**src/rtl/complex_mult_arbiter.sv**
```systemverilog
// complex_mult_arbiter
//   Shares one external complex multiplier (fixed MULT_LAT-cycle pipeline,
//   no reset, no backpressure) between NUM_REQ requesters. One operand set is
//   accepted per cycle via valid/ready. A requester tag travels alongside the
//   multiplier pipeline, and the product is returned on a shared response bus
//   with a one-hot strobe.
//
//   Build option: CMARB_FIXED_PRIO_EN
//     defined   -> fixed priority, lowest index wins
//     undefined -> round-robin starting after the last granted requester
//
// Ports
//   clk, rst_n            clock, synchronous active-low reset
//   halt                  block new grants; in-flight work drains
//   req_valid/req_ready   per-requester handshake (ready is one-hot or zero)
//   req_ar/ai/br/bi       packed operands, requester k at [k*WIDTH +: WIDTH]
//   m_ab_valid, m_ar..bi  registered operand issue to the multiplier
//   m_p_valid, m_pr/pi    multiplier result
//   rsp_valid/id/pr/pi    registered response (one-hot strobe, tag, product)
//   inflight              operations issued but not yet responded
//   idle                  nothing in flight and nothing to grant
//   err                   sticky tag/valid misalignment
module complex_mult_arbiter #(
  parameter int unsigned WIDTH    = 16,
  parameter int unsigned NUM_REQ  = 4,
  parameter int unsigned MULT_LAT = 6,
  parameter int unsigned ID_W     = 2
) (
  input  logic                     clk,
  input  logic                     rst_n,
  input  logic                     halt,
  input  logic [NUM_REQ-1:0]       req_valid,
  output logic [NUM_REQ-1:0]       req_ready,
  input  logic [NUM_REQ*WIDTH-1:0] req_ar,
  input  logic [NUM_REQ*WIDTH-1:0] req_ai,
  input  logic [NUM_REQ*WIDTH-1:0] req_br,
  input  logic [NUM_REQ*WIDTH-1:0] req_bi,
  output logic                     m_ab_valid,
  output logic [WIDTH-1:0]         m_ar,
  output logic [WIDTH-1:0]         m_ai,
  output logic [WIDTH-1:0]         m_br,
  output logic [WIDTH-1:0]         m_bi,
  input  logic                     m_p_valid,
  input  logic [2*WIDTH:0]         m_pr,
  input  logic [2*WIDTH:0]         m_pi,
  output logic [NUM_REQ-1:0]       rsp_valid,
  output logic [ID_W-1:0]          rsp_id,
  output logic [2*WIDTH:0]         rsp_pr,
  output logic [2*WIDTH:0]         rsp_pi,
  output logic [3:0]               inflight,
  output logic                     idle,
  output logic                     err
);

  localparam int unsigned        MASK_W    = $clog2(MULT_LAT + 2);
  localparam logic [MASK_W-1:0]  MASK_DONE = MASK_W'(MULT_LAT + 1);
  localparam logic [NUM_REQ-1:0] ONE       = NUM_REQ'(1);

  logic                     m_ab_valid_q, m_ab_valid_d;
  logic [WIDTH-1:0]         m_ar_q, m_ar_d, m_ai_q, m_ai_d;
  logic [WIDTH-1:0]         m_br_q, m_br_d, m_bi_q, m_bi_d;
  logic [ID_W-1:0]          issue_id_q, issue_id_d;
  logic [MULT_LAT-1:0]            tag_v_q, tag_v_d;
  logic [MULT_LAT-1:0][ID_W-1:0]  tag_id_q, tag_id_d;
  logic [NUM_REQ-1:0]       rsp_valid_q, rsp_valid_d;
  logic [ID_W-1:0]          rsp_id_q, rsp_id_d;
  logic [2*WIDTH:0]         rsp_pr_q, rsp_pr_d, rsp_pi_q, rsp_pi_d;
  logic [3:0]               inflight_q, inflight_d;
  logic                     err_q, err_d;
  logic [MASK_W-1:0]        mask_cnt_q, mask_cnt_d;
`ifndef CMARB_FIXED_PRIO_EN
  logic [ID_W-1:0]          last_grant_q, last_grant_d;
`endif

  logic [NUM_REQ-1:0] grant_oh;
  logic [ID_W-1:0]    grant_id;
  logic               found;
  logic               transfer;
  logic               tag_v_out;
  logic [ID_W-1:0]    tag_id_out;
  logic               rsp_fire;
  logic               chk_en;

  // Arbitration
  always_comb begin
    grant_id = '0;
    found    = 1'b0;
    if (rst_n && !halt) begin
`ifdef CMARB_FIXED_PRIO_EN
      for (int unsigned k = 0; k < NUM_REQ; k++) begin
        if (!found && (((req_valid >> k) & ONE) != '0)) begin
          found    = 1'b1;
          grant_id = ID_W'(k);
        end
      end
`else
      // Two ascending passes: indices above last_grant first, then wrap to
      // 0..last_grant. Equivalent to a modulo search from last_grant+1.
      for (int unsigned k = 0; k < NUM_REQ; k++) begin
        if (!found && (((req_valid >> k) & ONE) != '0) &&
            (ID_W'(k) > last_grant_q)) begin
          found    = 1'b1;
          grant_id = ID_W'(k);
        end
      end
      for (int unsigned k = 0; k < NUM_REQ; k++) begin
        if (!found && (((req_valid >> k) & ONE) != '0) &&
            (ID_W'(k) <= last_grant_q)) begin
          found    = 1'b1;
          grant_id = ID_W'(k);
        end
      end
`endif
    end
    grant_oh = found ? (ONE << grant_id) : '0;
  end

  assign req_ready = grant_oh;
  assign transfer  = |(req_valid & grant_oh);

  // Issue, tag pipe, response, bookkeeping
  assign tag_v_out  = tag_v_q[MULT_LAT-1];
  assign tag_id_out = tag_id_q[MULT_LAT-1];
  assign chk_en     = (mask_cnt_q == MASK_DONE);
  assign rsp_fire   = m_p_valid & tag_v_out;

  always_comb begin
    m_ab_valid_d = transfer;
    m_ar_d       = m_ar_q;
    m_ai_d       = m_ai_q;
    m_br_d       = m_br_q;
    m_bi_d       = m_bi_q;
    issue_id_d   = issue_id_q;
    if (transfer) begin
      m_ar_d     = WIDTH'(req_ar >> (grant_id * WIDTH));
      m_ai_d     = WIDTH'(req_ai >> (grant_id * WIDTH));
      m_br_d     = WIDTH'(req_br >> (grant_id * WIDTH));
      m_bi_d     = WIDTH'(req_bi >> (grant_id * WIDTH));
      issue_id_d = grant_id;
    end

    tag_v_d  = {tag_v_q[MULT_LAT-2:0], m_ab_valid_q};
    tag_id_d = {tag_id_q[MULT_LAT-2:0], issue_id_q};

    rsp_valid_d = rsp_fire ? (ONE << tag_id_out) : '0;
    rsp_id_d    = rsp_fire ? tag_id_out : rsp_id_q;
    rsp_pr_d    = rsp_fire ? m_pr : rsp_pr_q;
    rsp_pi_d    = rsp_fire ? m_pi : rsp_pi_q;

    // The multiplier is not reset, so its valid may be garbage until the
    // cleared tag pipe has had time to line up with it.
    mask_cnt_d = chk_en ? mask_cnt_q : mask_cnt_q + MASK_W'(1);
    err_d      = err_q | (chk_en & (m_p_valid ^ tag_v_out));

    inflight_d = inflight_q;
    if (transfer && (rsp_valid_q == '0) && (inflight_q != '1))
      inflight_d = inflight_q + 4'd1;
    else if (!transfer && (rsp_valid_q != '0) && (inflight_q != '0))
      inflight_d = inflight_q - 4'd1;

`ifndef CMARB_FIXED_PRIO_EN
    last_grant_d = transfer ? grant_id : last_grant_q;
`endif
  end

  always_ff @(posedge clk) begin
    if (!rst_n) begin
      m_ab_valid_q <= 1'b0;
      m_ar_q       <= '0;
      m_ai_q       <= '0;
      m_br_q       <= '0;
      m_bi_q       <= '0;
      issue_id_q   <= '0;
      tag_v_q      <= '0;
      tag_id_q     <= '0;
      rsp_valid_q  <= '0;
      rsp_id_q     <= '0;
      rsp_pr_q     <= '0;
      rsp_pi_q     <= '0;
      inflight_q   <= '0;
      err_q        <= 1'b0;
      mask_cnt_q   <= '0;
`ifndef CMARB_FIXED_PRIO_EN
      last_grant_q <= ID_W'(NUM_REQ - 1);
`endif
    end else begin
      m_ab_valid_q <= m_ab_valid_d;
      m_ar_q       <= m_ar_d;
      m_ai_q       <= m_ai_d;
      m_br_q       <= m_br_d;
      m_bi_q       <= m_bi_d;
      issue_id_q   <= issue_id_d;
      tag_v_q      <= tag_v_d;
      tag_id_q     <= tag_id_d;
      rsp_valid_q  <= rsp_valid_d;
      rsp_id_q     <= rsp_id_d;
      rsp_pr_q     <= rsp_pr_d;
      rsp_pi_q     <= rsp_pi_d;
      inflight_q   <= inflight_d;
      err_q        <= err_d;
      mask_cnt_q   <= mask_cnt_d;
`ifndef CMARB_FIXED_PRIO_EN
      last_grant_q <= last_grant_d;
`endif
    end
  end

  assign m_ab_valid = m_ab_valid_q;
  assign m_ar       = m_ar_q;
  assign m_ai       = m_ai_q;
  assign m_br       = m_br_q;
  assign m_bi       = m_bi_q;
  assign rsp_valid  = rsp_valid_q;
  assign rsp_id     = rsp_id_q;
  assign rsp_pr     = rsp_pr_q;
  assign rsp_pi     = rsp_pi_q;
  assign inflight   = inflight_q;
  assign err        = err_q;
  assign idle       = !rst_n | ((inflight_q == '0) & (halt | (req_valid == '0)));

endmodule

```
**config.mk**
```make
export PLATFORM = sky130hd
export DESIGN_NAME = complex_mult_arbiter
export DESIGN_NICKNAME = d
export VERILOG_FILES = /design/src/rtl/complex_mult_arbiter.sv
export SDC_FILE = /design/constraint.sdc
export NUM_CORES = 1
export LEC_CHECK = 0
export BUFFER_PORTS_ARGS = -buffer_cell sky130_fd_sc_hd__buf_2
export CORE_AREA = 2 2 183 185
export CTS_BUF_LIST = sky130_fd_sc_hd__clkbuf_16
export DETAILED_ROUTE_END_ITERATION = 8
export DIE_AREA = 0 0 185 187
export PLACE_DENSITY = 0.51
export SLEW_MARGIN = 10
export SYNTH_ARGS = -nofsm -noshare
export SYNTH_HDL_FRONTEND = slang
export SYNTH_SLANG_ARGS = --single-unit
export TNS_END_PERCENT = 100
```
**constraint.sdc**
```tcl
create_clock -name clk -period 2.3 [get_ports clk]
set_input_delay 0.23 -clock clk [delete_from_list [all_inputs] [get_ports clk]]
set_output_delay 0.23 -clock clk [all_outputs]
set_load 0.02 [all_outputs]
```
Yosys cells after proc, flatten, opt, wreduce, memory -nomap -nowiden
Cells that the tools add are included.

Flip-flop bits (word level): 167. Output and inout bits: 147. Word-level logic and storage cells: 113.

Add/subtract/negate cells: 3. Magnitude comparators: 8. Equal/unequal tests: 2. Shift-type cells: 6. Mux-type cells: 27. Bitwise logic cells: 8. Reduce and logical (&&, ||, !) cells: 38.

Operators with widths (count): $shr 64x6->16 (4); $logic_and 1x1->1 (20); $mux 1 (17); $mux 2 (7); $logic_not 4->1 (3); $mux 4 (3); $logic_not 1->1 (10); $reduce_bool 4->1 (2); $shl 1x2->4 const A (2); $add 4x1->4 const B (1); $and 4x4->4 (1); $gt 1x2->1 const A (2); $gt 2x2->1 const A (2); $le 1x2->1 const A (2); $le 2x2->1 const A (2); $ne 4x4->1 const B (1); $reduce_or 4->1 (1); $sub 4x1->4 const B (1); $add 3x1->3 const B (1); $and 1x1->1 (3); $eq 3x3->1 const B (1); $or 1x1->1 (3); $reduce_and 2->1 (1); $reduce_bool 2->1 (1); $xor 1x1->1 (1).

Depth between registers and ports, before layout
Word-level depth: 48. Gate-level depth with buffers: 9. Mapped depth without buffers: 8.

Least setup slack after synthesis
No wires, ideal clock.

Kind: reg-to-reg. From: register rsp_valid_q[1], in the netlist rsp_valid[1]. To: register inflight_q[3], in the netlist inflight[3]. Library setup time: 115 ps. Arrival time: 2514 ps. Required time: 2185 ps. Path slack: -329 ps. Stages on the path, launching flop included: 9. Path buffers: 0. Clock period less this slack: 2629 ps. Cells stage by stage: dfxtp_1 or4_4 or4_4 ha_1 a21o_2 a21oi_1 mux2i_1 xor2_1 and2_1.

Cells in the longest elaborated chain, start to end: 4. Elaborated cells between the ends (all ways): 8.

Ends and longest elaborated chain: start: declaration (RTL line 65) `logic [NUM_REQ-1:0] rsp_valid_q, rsp_valid_d;`; start signal: assignment (RTL line 195) `rsp_valid_q <= rsp_valid_d;`; $logic_not 4->1 / $reduce_bool 4->1 (equally long branches) (RTL line 156, 158); $logic_and 1x1->1 (on tied branches) (2 in a row) (RTL line 156, 158); $mux 4 / $reduce_bool 2->1 (equally long branches); end signal: assignment (RTL line 199) `inflight_q <= inflight_d;`; end: declaration (RTL line 68) `logic [3:0] inflight_q, inflight_d;`.

Parallel ways exist; a longest one is shown, timed or not. A chain may end at the register's enable or synchronous reset.

Worst setup path after layout
From: register rsp_valid_q[0], in the netlist rsp_valid[0]. To: register inflight_q[3], in the netlist inflight[3].

The elaborated chain is that of the path after synthesis.

==> reports/metrics.yaml <==
hpwl_um: 22600
chipWidth_um: 185
crit_path_end_kind: "flop"
finClkSkew_ns: 0.00820
routedWlPerCell_um: 18.1
core-area_um2: 32900
drt_wl_total_um: 31400
syn_to_final_growth_pct: 53.2
clk_pin_slew_ns: 0.08
grt_max_degree: 97
critical_path_class: "flop to flop"
cts.path.max_buffers: 2
worst_path_most_repeated_cell: "or4_4"
period_needed_ns: 2.47
rows: 67
clockRootBuffer: "clkbuf_16"
start_kind: "flop"
setup_ws_ns: -0.171
start_util: 0.225
grt_pass1_vias: 8169
grt_first_pass_wirelength_um: 46100
via_count: 8283
cts_sinks: 167
cpPeakStageDelay_ns: 0.55
arrival_ns: 2.86
place.gp.congestion: 0.843
busiest_layer: "met2"
grt_use_met1: 0.200
antenna_found_initial: 5
outcome: "complete, but fails checks"
rsz0062_at_grt: "true"
fin_nets: 1606
die_area_um2: 34600
path_max_fanout: 3
final_max_slew_viol_count: 0
drc: 0
ir_worst_vdd_uv: 494
maxCapViolCount: 0
cts_tree: "yes"
yosysTopAreaCell: "dfxtp_1"
die_height_um: 187
insertion_delay_ns: 0.44
ys_top_cells_by_area: "dfxtp_1 45%, mux2i_1 9.5%, nand3_1 8.8%, a221oi_1 7.6%, nor2b_1 6.0%"
ys_seq_area_frac: 0.451
dr.first_iter.drc_count: 356
numCtsBuffers: 17
synth-warning-count: 0
track_usage: 0.176
violations: "setup timing"
drtPass1Iterations: 4
syn_area_um2: 7410
netlist.area_leader.share: 0.451
power.density_nw_per_um2: 642
required_ns: 2.68
dp.cells: 1690
leakage_nw: 4.89
synth_edf_count: 0
syn_avg_cell_area_um2: 9.22
met3_usage: 0.0467
async_flop_share: 0
slowest_stage: "or4_4"
met2_usage: 0.312
final_area_um2: 11300
grt_overflow_total: 0
synth_cells: 804
finalPower_w: 0.00728
ys.flop_type: "dfxtp_1"
antenna_left: 0
place_area_um2: 10600
ys_ff_latch: 167
hold_viol: 0
fin_cells: 1732
drive_above_1_share: 0.461
worst_pin_slew_ns: 0.792
port-buffer-count: 476
max_freq_mhz: 405
synth_cell_types: 41
synth_nets: 1140
crit_chain: "or4_4 -> or4_4 -> ha_4 -> a21o_2 -> a21oi_2 -> mux2i_1 -> xor2_1 -> and2_1"
setup_viol_count_final: 3
fin_crit_sh: 1.07
hp-class: "primary input to flop"
htree_num_levels: 4
slew_headroom: 0.472
viasPerCell: 4.78
io_pins: 477
## critical path, delay by kind of cell, from the launching register on
| kind | cells | cell delay (ns) |
|---|---|---|
| mux | 1 | 0.22 |
| xor+xnor | 1 | 0.15 |
| flops | 1 | 0.34 |
| simple gates | 3 | 1.14 |
| compound gates | 2 | 0.31 |
| fa+ha+maj | 1 | 0.25 |
## per-stage QoR
step / hold slack, ns / utilization / TNS (ns) / setup slack, ns
6_report: 0.0462 / 0.345 / -0.381 / -0.171
5_1_grt: 0.0283 / 0.345 / -0.664 / -0.276
4_1_cts: 0.0137 / 0.344 / -0.386 / -0.183
3_5_place_dp: 0.420 / 0.322 / -0.222 / -0.165
3_3_place_gp: 0.413 / 0.322 / -0.217 / -0.187
2_1_floorplan: 0.364 / - / -0.132 / -0.132
## cell usage in the layout, fill, tap and decap left out, drive strengths merged, types with 2 or more instances in the layout
master,netlist,routed
a21boi,3,3
a21o,3,3
a21oi,4,4
a221oi,64,64
a311oi,2,2
a31oi,64,64
and2,23,23
buf,27,528
bufbuf,0,2
clkbuf,56,17
clkinv,0,2
clkinvlp,0,4
dfxtp,167,167
ha,5,5
inv,1,10
mux2i,70,70
nand2,8,8
nand2b,8,8
nand3,131,131
nor2,6,6
nor2b,71,71
nor3b,3,3
o211ai,2,2
o21ai,68,68
or4,3,3
xnor2,2,2
xor2,2,2
## kinds of logic after synthesis
kind of cell,synth area share
buf+inv,0.0481
fa+ha+maj,0.0111
xor+xnor,0.00473
compound gates,0.195
mux,0.0946
simple gates,0.195
flops,0.451
## state kept, by name, indices dropped and copies added, names as in the netlist
name and cells:
issue_id_q 2, rsp_pi 33, err 1, mask_cnt_q 3
tag_id_d 10, tag_id_out 2, last_grant_q 2, m_bi 16
m_br 16, rsp_valid 4, inflight 4, rsp_id 2
tag_v_q 6, m_ar 16, rsp_pr 33, m_ab_valid 1
m_ai 16
## routing by layer
metal | share of wire | vias up
met4 | 0.023 | 8
met3 | 0.081 | 49
met2 | 0.50 | 388
li1 | - | 3933
met1 | 0.40 | 3905
met5 | 0.0016 | -
## path summary, 6_finish.rpt
path | start | slack (ns) | to | cells past startpoint
setup / recovery | rsp_valid[0] | -0.17 | inflight[3] | 8
hold / removal | req_bi[52] | 0.05 | m_bi[4] | 3
setup reg to reg | rsp_valid[0] | -0.17 | inflight[3] | 8
hold reg to reg | tag_id_d[6] | 0.43 | tag_id_d[8] | 1
## synthesized netlist by cell type (3+ instances only)
master / instances
dfxtp_1: 167
nand3_1: 131
nor2b_1: 71
mux2i_1: 70
o21ai_0: 68
a221oi_1: 64
a31oi_1: 64
clkbuf_1: 55
and2_1: 23
buf_2: 16
buf_1: 8
nand2_1: 8
nand2b_1: 7
nor2_1: 6
ha_1: 5
a21oi_1: 4
a21boi_0: 3
buf_4: 3
nor3b_1: 3
## timing repair
item	CTS	global route
resized for setup	8	6
cloned	2	0
pin swaps	3	5
endpoints found under the setup margin	6	21
hold endpoints to repair	0	0
hold buffers	0	0
setup buffers	5	3
## power by group
group | internal [W] | switching (W)
Clock | 0.00145 | 0.00140
Combinational | 0.000603 | 0.000773
Sequential | 0.00300 | 0.0000605
## area by class of cell
type / instances / area, um^2
clock inverters: 15 / 154
diodes: 1 / 2.50
flip-flops and latches: 167 / 3350
repair buffers: 530 / 3010
well taps: 448 / 561
clock buffers: 17 / 425
multi-input cells: 553 / 3840
fillers: 3523 / 21500
inverters: 1 / 3.75
Note: power is estimated with default switching activity, not from simulation.
